**src/rtl/spi_reg_bridge.sv**
```systemverilog
// spi_reg_bridge: SPI slave byte stream to register bus bridge.
// Frame start sends SYNC_BYTE; cmd byte bit7 selects read/write,
// low bits load the address; data bytes write or burst-read with
// auto-increment.
// Ports: i_sys_clk/i_sys_rst_n clock and async low reset;
//   i_ssn, i_rx_data, i_rx_ready, i_tx_ready, o_csn, o_tx_data,
//   o_tx_wr, o_rx_rd to the SPI slave; o_reg_addr, o_reg_wdata,
//   o_reg_wr, o_reg_rd, i_reg_rdata to the register file;
//   o_tx_overrun sticky status, o_frame_cnt completed frames.
module spi_reg_bridge #(
  parameter logic [7:0] SYNC_BYTE = 8'hA5,
  parameter int         ADDR_W    = 7
) (
  input  logic              i_sys_clk,
  input  logic              i_sys_rst_n,
  input  logic              i_ssn,
  input  logic [7:0]        i_rx_data,
  input  logic              i_rx_ready,
  input  logic              i_tx_ready,
  output logic              o_csn,
  output logic [7:0]        o_tx_data,
  output logic              o_tx_wr,
  output logic              o_rx_rd,
  output logic [ADDR_W-1:0] o_reg_addr,
  output logic [7:0]        o_reg_wdata,
  output logic              o_reg_wr,
  output logic              o_reg_rd,
  input  logic [7:0]        i_reg_rdata,
  output logic              o_tx_overrun,
  output logic [15:0]       o_frame_cnt
);

  typedef enum logic [2:0] {
    IDLE,
    CMD,
    WRITE,
    READ_REQ,
    READ_LOAD,
    READ_WAIT
  } state_t;

  state_t state, state_nx;

  logic              ssn_q;
  logic              rx_q;
  logic              fall_q;
  logic              strb;
  logic              rx_edge;
  logic [7:0]        rx_byte;
  logic [7:0]        tx_q;
  logic [ADDR_W-1:0] addr;
  logic              got_cmd;
  logic              ovr;
  logic [15:0]       cnt;

  logic              ssn_rise;
  logic              byte_ok;
  logic              abort;
  logic              tx_wr;
  logic [7:0]        tx_now;
  logic              reg_wr;
  logic              reg_rd;
  logic              ld_addr;
  logic              inc_addr;

  // Rising edge of i_ssn is taken straight from the pin so the
  // abort lands on the very next cycle; a byte strobe that meets
  // it is dropped.
  assign rx_edge  = i_rx_ready & ~rx_q & ~i_ssn;
  assign ssn_rise = i_ssn & ~ssn_q;
  assign byte_ok  = strb & ~ssn_rise;
  assign abort    = ssn_rise & (state != IDLE);

  always_ff @(posedge i_sys_clk or negedge i_sys_rst_n) begin
    if (!i_sys_rst_n) begin
      ssn_q   <= 1'b1;
      rx_q    <= 1'b0;
      fall_q  <= 1'b0;
      strb    <= 1'b0;
      rx_byte <= '0;
    end else begin
      ssn_q  <= i_ssn;
      rx_q   <= i_rx_ready;
      fall_q <= ssn_q & ~i_ssn;
      strb   <= rx_edge;
      if (rx_edge) rx_byte <= i_rx_data;
    end
  end

  always_ff @(posedge i_sys_clk or negedge i_sys_rst_n) begin
    if (!i_sys_rst_n) state <= IDLE;
    else              state <= state_nx;
  end

  always_comb begin
    state_nx = state;
    tx_wr    = 1'b0;
    tx_now   = tx_q;
    reg_wr   = 1'b0;
    reg_rd   = 1'b0;
    ld_addr  = 1'b0;
    inc_addr = 1'b0;
    unique case (state)
      IDLE: begin
        if (fall_q) begin
          state_nx = CMD;
          tx_wr    = 1'b1;
          tx_now   = SYNC_BYTE;
        end
      end
      CMD: begin
        if (byte_ok) begin
          ld_addr  = 1'b1;
          state_nx = rx_byte[7] ? READ_REQ : WRITE;
        end
      end
      WRITE: begin
        if (byte_ok) begin
          reg_wr   = 1'b1;
          inc_addr = 1'b1;
        end
      end
      READ_REQ: begin
        reg_rd   = 1'b1;
        state_nx = READ_LOAD;
      end
      READ_LOAD: begin
        tx_wr    = 1'b1;
        tx_now   = i_reg_rdata;
        inc_addr = 1'b1;
        state_nx = READ_WAIT;
      end
      READ_WAIT: begin
        if (byte_ok) state_nx = READ_REQ;
      end
      default: state_nx = IDLE;
    endcase
    if (abort) state_nx = IDLE;
  end

  always_ff @(posedge i_sys_clk or negedge i_sys_rst_n) begin
    if (!i_sys_rst_n) begin
      addr    <= '0;
      tx_q    <= '0;
      got_cmd <= 1'b0;
      ovr     <= 1'b0;
      cnt     <= '0;
    end else begin
      if (ld_addr)       addr <= rx_byte[ADDR_W-1:0];
      else if (inc_addr) addr <= addr + ADDR_W'(1);
      if (tx_wr) tx_q <= tx_now;
      if (tx_wr && !i_tx_ready) ovr <= 1'b1;
      if (abort) begin
        got_cmd <= 1'b0;
        if (got_cmd) cnt <= cnt + 16'd1;
      end else if (ld_addr) begin
        got_cmd <= 1'b1;
      end
    end
  end

  assign o_csn        = 1'b0;
  assign o_tx_data    = tx_now;
  assign o_tx_wr      = tx_wr;
  assign o_rx_rd      = strb;
  assign o_reg_addr   = addr;
  assign o_reg_wdata  = rx_byte;
  assign o_reg_wr     = reg_wr;
  assign o_reg_rd     = reg_rd;
  assign o_tx_overrun = ovr;
  assign o_frame_cnt  = cnt;

endmodule
```
**config.mk**
```make
export PLATFORM = sky130hd
export DESIGN_NAME = spi_reg_bridge
export DESIGN_NICKNAME = d
export VERILOG_FILES = /design/src/rtl/spi_reg_bridge.sv
export SDC_FILE = /design/constraint.sdc
export NUM_CORES = 1
export LEC_CHECK = 0
export BUFFER_PORTS_ARGS = -buffer_cell sky130_fd_sc_hd__buf_2
export CORE_MARGIN = 3
export CORE_UTILIZATION = 40
export DETAILED_ROUTE_END_ITERATION = 6
export PLACE_DENSITY = 0.66
export SYNTH_ARGS = -nofsm -noshare
export SYNTH_HDL_FRONTEND = slang
export SYNTH_SLANG_ARGS = --single-unit
```
**constraint.sdc**
```tcl
create_clock -name i_sys_clk -period 1.48 [get_ports i_sys_clk]
set_input_delay 0 -clock i_sys_clk [delete_from_list [all_inputs] [get_ports i_sys_clk]]
set_output_delay 0 -clock i_sys_clk [all_outputs]
set_load 0.01 [all_outputs]
```
=== Yosys cells after proc, flatten, opt, wreduce, memory -nomap -nowiden ===
Cells that the tools add are included.
W data, S select, Z words.

* Register bits: 48
* Input bits: 21
* Output and inout port bits: 45
* Word-level logic and storage cells: 59

* Add/subtract/negate cells: 2
* Equal/unequal tests: 9
* Mux-type cells: 19
* Bitwise operators: 10
* Reduce and logical (&&, ||, !) cells: 8

{| class="wikitable"
|+ Operators by type and width
! kind !! count
|-
| $pmux W3 S6 || 1
|-
| $add A16 B1 Y16 const B || 1
|-
| $pmux W8 S2 || 1
|-
| $mux W7 || 2
|-
| $mux W3 || 4
|-
| $ne A3 B3 Y1 const B || 3
|-
| $mux W1 || 8
|-
| $mux W8 || 1
|-
| $add A7 B1 Y7 const B || 1
|-
| $and A1 B1 Y1 || 6
|-
| $eq A3 B2 Y1 const B || 2
|-
| $eq A3 B3 Y1 const B || 2
|-
| $not A1 Y1 || 4
|-
| $pmux W1 S2 || 2
|-
| $reduce_and A4 Y1 || 1
|-
| $reduce_bool A2 Y1 || 2
|-
| $eq A3 B1 Y1 const B || 1
|-
| $logic_not A3 Y1 || 1
|-
| $reduce_bool A3 Y1 || 1
|-
| $ne A2 B2 Y1 const B || 1
|-
| $reduce_and A2 Y1 || 1
|-
| $logic_and A1 B1 Y1 || 1
|-
| $logic_not A1 Y1 || 1
|}

=== Logic depth before layout (Yosys ltp) ===
* Depth in word-level cells: 8
* Gate-level depth with buffers: 6
* Depth with buffers taken out: 5

=== Least setup slack after synthesis ===
OpenSTA, ideal clock, no wires.

* Path kind: register to register
* Start point: reg addr[1], in the netlist o_reg_addr[1]
* End point: reg addr[1], in the netlist o_reg_addr[1]
* Library setup time: 0.077 ns
* Data arrival time: 1.467 ns
* Required time: 1.403 ns
* Setup slack: -0.065 ns
* Stages on the path, launching flop included: 6
* Path buffers: 0
* Clock period less this slack: 1.545 ns
* Cells stage by stage: dfrtp_1 ha_1 nand2b_1 and4_1 or4_1 a21oi_1

* Cells in the longest elaborated chain, start to end: 3

{| class="wikitable"
|+ Ends and longest elaborated chain
! element !! line !! RTL
|-
| start, declared || 51 || <nowiki>logic [ADDR_W-1:0] addr;</nowiki>
|-
| start signal, assigned || 149 || <nowiki>if (ld_addr) addr <= rx_byte[ADDR_W-1:0];</nowiki>
|-
| start signal, assigned || 150 || <nowiki>else if (inc_addr) addr <= addr + ADDR_W'(1);</nowiki>
|-
| $add A7 B1 Y7 || 150 ||
|-
| $mux W7 || 150 ||
|-
| $mux W7 || 149 ||
|}

Every way passes these cells. The select of a mux whose other input is x is not followed.
A chain may end at the register's enable or synchronous reset.

=== Worst setup path after layout ===
* Start point: reg state[0]
* End point: reg addr[1], in the netlist o_reg_addr[1]

* Cells in the longest elaborated chain, start to end: 3
* Elaborated cells between the ends (all ways): 7
* Those cells by class: 3 x eq/ne; 3 x mux; 1 x reduce/logical

{| class="wikitable"
|+ Ends and longest elaborated chain
! element !! line !! RTL
|-
| start, declared || 42 || <nowiki>state_t state, state_nx;</nowiki>
|-
| start signal, assigned || 92 || <nowiki>else state <= state_nx;</nowiki>
|-
| $eq A3 B3 Y1 (tied with other cells) || 103 || <nowiki>unique case (state)</nowiki>
|-
| $pmux W1 S2 / $mux W1 (equally long branches) || 103 ||
|-
| $reduce_bool A2 Y1 (no source line) / $mux W7 (equally long branches) || -- ||
|}

Parallel ways exist; a longest one is shown, timed or not.

==> flow_metrics.env <==
export IMPL_outcome="complete, but fails checks"
export IMPL_violations="setup timing"
export IMPL_cp_arrival_ns=1.82
export IMPL_path_clk_slew_ns=0.09
export IMPL_clock_skew_final_ns=0.00599
export IMPL_core_region_area_um2=5270
export IMPL_placement_io_buffers=64
export IMPL_boundaryPins=66
export IMPL_r2r_end="o_reg_addr[1]$_DFFE_PN0P_"
export IMPL_reg2reg_slack_ns=-0.12
export IMPL_timing_setup_critical_path_class="flop to flop"
export IMPL_synth_top_family_by_area="simple AND/OR/NAND/NOR gates"
export IMPL_layout_worst_path_cycle_share=1.08
export IMPL_synth_adder_area_share=0.0112
export IMPL_final_hold_viol_count=0
export IMPL_worst_r2r_startpoint="state[0]$_DFFE_PN0P_"
export IMPL_global_route_usage_total=0.179
export IMPL_post_synth_top_count_cell="sky130_fd_sc_hd__dfrtp_1"
export IMPL_maxCapViolations=0
export IMPL_initial_utilization=0.424
export IMPL_drt_initial_drc_count=123
export IMPL_maxSlewViolCount=0
export IMPL_p_switching_w=0.00182
export IMPL_floorplan_die_width_um=80.8
export IMPL_final_estimated_routing_congestion_in_global_placement=0.773
export IMPL_top_cell_type_s_share_of_synthesized_area=0.526
export IMPL_count_of_nets_left_with_antenna_violations_after_detail_routing=0
export IMPL_floorplan_die_height_um=80.8
export IMPL_synth_seq_area_share=0.538
export IMPL_max_vdd_ir_drop_mv=0.745
export IMPL_p_comb_frac=0.435
export IMPL_final_critical_path_setup_slack_ns=-0.116
export IMPL_finalWorstPathRequiredPeriod_ns=1.60
export IMPL_diodes=0
export IMPL_critical_path_required_ns=1.71
export IMPL_worstPathMaxFanout=5
export IMPL_hpwlAfterDp_um=3470
export IMPL_post_synth_and_or_nand_nor_area_fraction=0.182
export IMPL_synth_seq_cells=48
export IMPL_start_kind="flop"
export IMPL_finalSetupViolations=21
export IMPL_timing_fmax_mhz=626
export IMPL_grt_first_pass_wirelength_um=9070
export IMPL_dieArea_um2=6520
export IMPL_postLayoutCoreUtil=0.667
export IMPL_cts_buffers_inserted=5
export IMPL_total_nets_final=347
export IMPL_grt_start_max_net_pins=49
export IMPL_syn_nets=220
export IMPL_yosys_mux_area_fraction=0.0453
export IMPL_p_clk_frac=0.182
export IMPL_synthesis_yosys_warnings=0
export IMPL_seq_power_share=0.383
export IMPL_post_synth_num_cell_types=48
export IMPL_power_share_switching=0.352
export IMPL_grt_overflow_total=0
export IMPL_hold_path_class="input port to async pin"
export IMPL_grt_setup_unrepaired="yes"
export IMPL_synth_compound_area_share=0.137
export IMPL_p_int_w=0.00335
export IMPL_postSynthCellCount=197
export IMPL_postSynthAreaPerCell_um2=11.3
export IMPL_drt_total_wl_um=5670
export IMPL_clkSinkCount=48
export IMPL_detailroute_via_count=2020
export IMPL_power_per_cell_area_nw_per_um2=1470
export IMPL_first_global_vias=1913
export IMPL_synthXorXnorAreaFrac=0.0627
export IMPL_core_rowCount=26
export IMPL_drtPass1Iterations=4
export IMPL_clockRootBuffer="sky130_fd_sc_hd__clkbuf_8"
export IMPL_postSynth_asyncResetShare=1.00
export IMPL_post_synth_edffs=0
export IMPL_synth_top_flop_cell="sky130_fd_sc_hd__dfrtp_1"
export IMPL_insertion_delay_ns=0.30
export IMPL_netlist_top_cell_by_area="sky130_fd_sc_hd__dfrtp_1"
export IMPL_end_kind="flop"
export IMPL_drt_vias_per_instance=5.11
export IMPL_wire_per_inst_um=14.4
export IMPL_final_hold_worst_slack_ns=0.211
export IMPL_timing_reg2reg_worst_path_depth=5
export IMPL_residual_drc_count=0
export IMPL_synth_top_cells_by_count="47 x sky130_fd_sc_hd__dfrtp_1, 15 x sky130_fd_sc_hd__nand2_1, 13 x sky130_fd_sc_hd__nor2_1, 10 x sky130_fd_sc_hd__xnor2_1, 9 x sky130_fd_sc_hd__mux2_2"
export IMPL_htreeDepth=2
export IMPL_post_route_cells_drive_above_1_share=0.502
export IMPL_yosys_top_cells_area="sky130_fd_sc_hd__dfrtp_1 53%, sky130_fd_sc_hd__mux2_2 4.5%, sky130_fd_sc_hd__xnor2_1 3.9%, sky130_fd_sc_hd__a22o_1 3.1%, sky130_fd_sc_hd__o22a_1 3.1%"
export IMPL_clk_path_buf_depth=2
export IMPL_synth_area_um2=2240
export IMPL_area_growth_syn_to_layout_pct=57.1
export IMPL_clock_tree_from_tritoncts="done"
export IMPL_initial_antenna_violation_count=0
export IMPL_p_leak_nw=1.73
==> repair_timing <==
item	in CTS	in global routing
pin swaps	9	11
hold buffers	20	0
cloned	1	1
endpoints found under the setup margin	26	34
setup buffers	10	11
endpoints found under the hold margin	68	0
resized for setup	23	33
==> how the worst max path moves through the flow <==
stage                                         start  depth (start not counted)                   endpoint  slack [ns]
final                          state[0]$_DFFE_PN0P_                          5  o_reg_addr[1]$_DFFE_PN0P_       -0.12
after global routing           state[1]$_DFFE_PN0P_                          7               o_tx_data[2]       -0.19
after CTS                      state[1]$_DFFE_PN0P_                          7               o_tx_data[0]       -0.08
after detailed placement            ssn_q$_DFF_PN1_                          4  o_reg_addr[3]$_DFFE_PN0P_       -0.12
after global placement              ssn_q$_DFF_PN1_                          4  o_reg_addr[3]$_DFFE_PN0P_       -0.08
after floorplan           o_reg_addr[0]$_DFFE_PN0P_                          5  o_reg_addr[1]$_DFFE_PN0P_       -0.05
==> cell type report <==
type | instances | area [um2]
Fill cell | 411 | 1760
Sequential cell | 48 | 1210
Multi-Input combinational cell | 139 | 1190
Timing Repair Buffer | 126 | 897
Tap cell | 70 | 87.6
Clock buffer | 5 | 68.8
Clock inverter | 3 | 42.5
Inverter | 4 | 17.5
==> state kept, by name, indices dropped and copies added, names as in the netlist <==
name	cells
ssn_q	1
tx_q	8
o_reg_wdata	8
o_frame_cnt	16
got_cmd	1
o_tx_overrun	1
o_reg_addr	7
fall_q	1
o_rx_rd	1
rx_q	1
state	3
==> metal layers <==
layer | share of wire | vias up | GRT usage | routed length (um)
li1 | - | 984 | - | -
met3 | 0.053 | 7 | 0.0355 | 298
met4 | 0.012 | 0 | 0.0591 | 68
met1 | 0.45 | 976 | 0.245 | 2570
met5 | 0 | - | 0 | 0
met2 | 0.48 | 53 | 0.287 | 2740
==> power groups by stage <==
stage / Combinational [W] / Clock, W / Sequential [W]
5_1_grt: 0.00244 / 0.00102 / 0.00203
2_1_floorplan: 0.000885 / 0 / 0.00202
6_report: 0.00225 / 0.000941 / 0.00198
4_1_cts: 0.00197 / 0.000963 / 0.00195
3_3_place_gp: 0.00158 / 0 / 0.00195
3_5_place_dp: 0.00162 / 0 / 0.00196
==> worst max-delay path, cell delays in order (launching register included) <==
cell,delay [ns]
sky130_fd_sc_hd__dfrtp_2,0.48
sky130_fd_sc_hd__buf_4,0.16
sky130_fd_sc_hd__nand2b_4,0.13
sky130_fd_sc_hd__and4_1,0.21
sky130_fd_sc_hd__or4_1,0.41
sky130_fd_sc_hd__a21oi_2,0.14
==> metrics by stage <==
stage	instances	total power, W	setup TNS (ns)	worst slack (ns)	cell area [um2]
2_1_floorplan	197	0.00290	-0.0720	-0.0471	2240
3_3_place_gp	345	0.00353	-0.263	-0.0791	2780
3_5_place_dp	345	0.00358	-0.508	-0.118	2780
4_1_cts	384	0.00488	-0.725	-0.0772	3270
5_1_grt	395	0.00550	-3.66	-0.187	3510
6_report	395	0.00517	-1.30	-0.116	3510
==> logic make-up after synthesis <==
kind of cell | count (synthesis)
simple gates | 70
flops | 48
compound gates | 40
xor+xnor | 16
buf+inv | 11
mux | 9
fa+ha+maj | 2
other cells | 1
==> placed cells by master, fill, tap and decap left out, types with 6 or more instances in the layout <==
master,instances
sky130_fd_sc_hd__a22o_1,8
sky130_fd_sc_hd__xor2_1,6
sky130_fd_sc_hd__nand2_1,11
sky130_fd_sc_hd__buf_4,29
sky130_fd_sc_hd__o22a_1,8
sky130_fd_sc_hd__dlygate4sd3_1,20
sky130_fd_sc_hd__xnor2_1,6
sky130_fd_sc_hd__dfrtp_1,43
sky130_fd_sc_hd__mux2_2,9
sky130_fd_sc_hd__buf_2,64
sky130_fd_sc_hd__nor2_1,8
sky130_fd_sc_hd__buf_6,11
(Power assumes the default switching activity.)
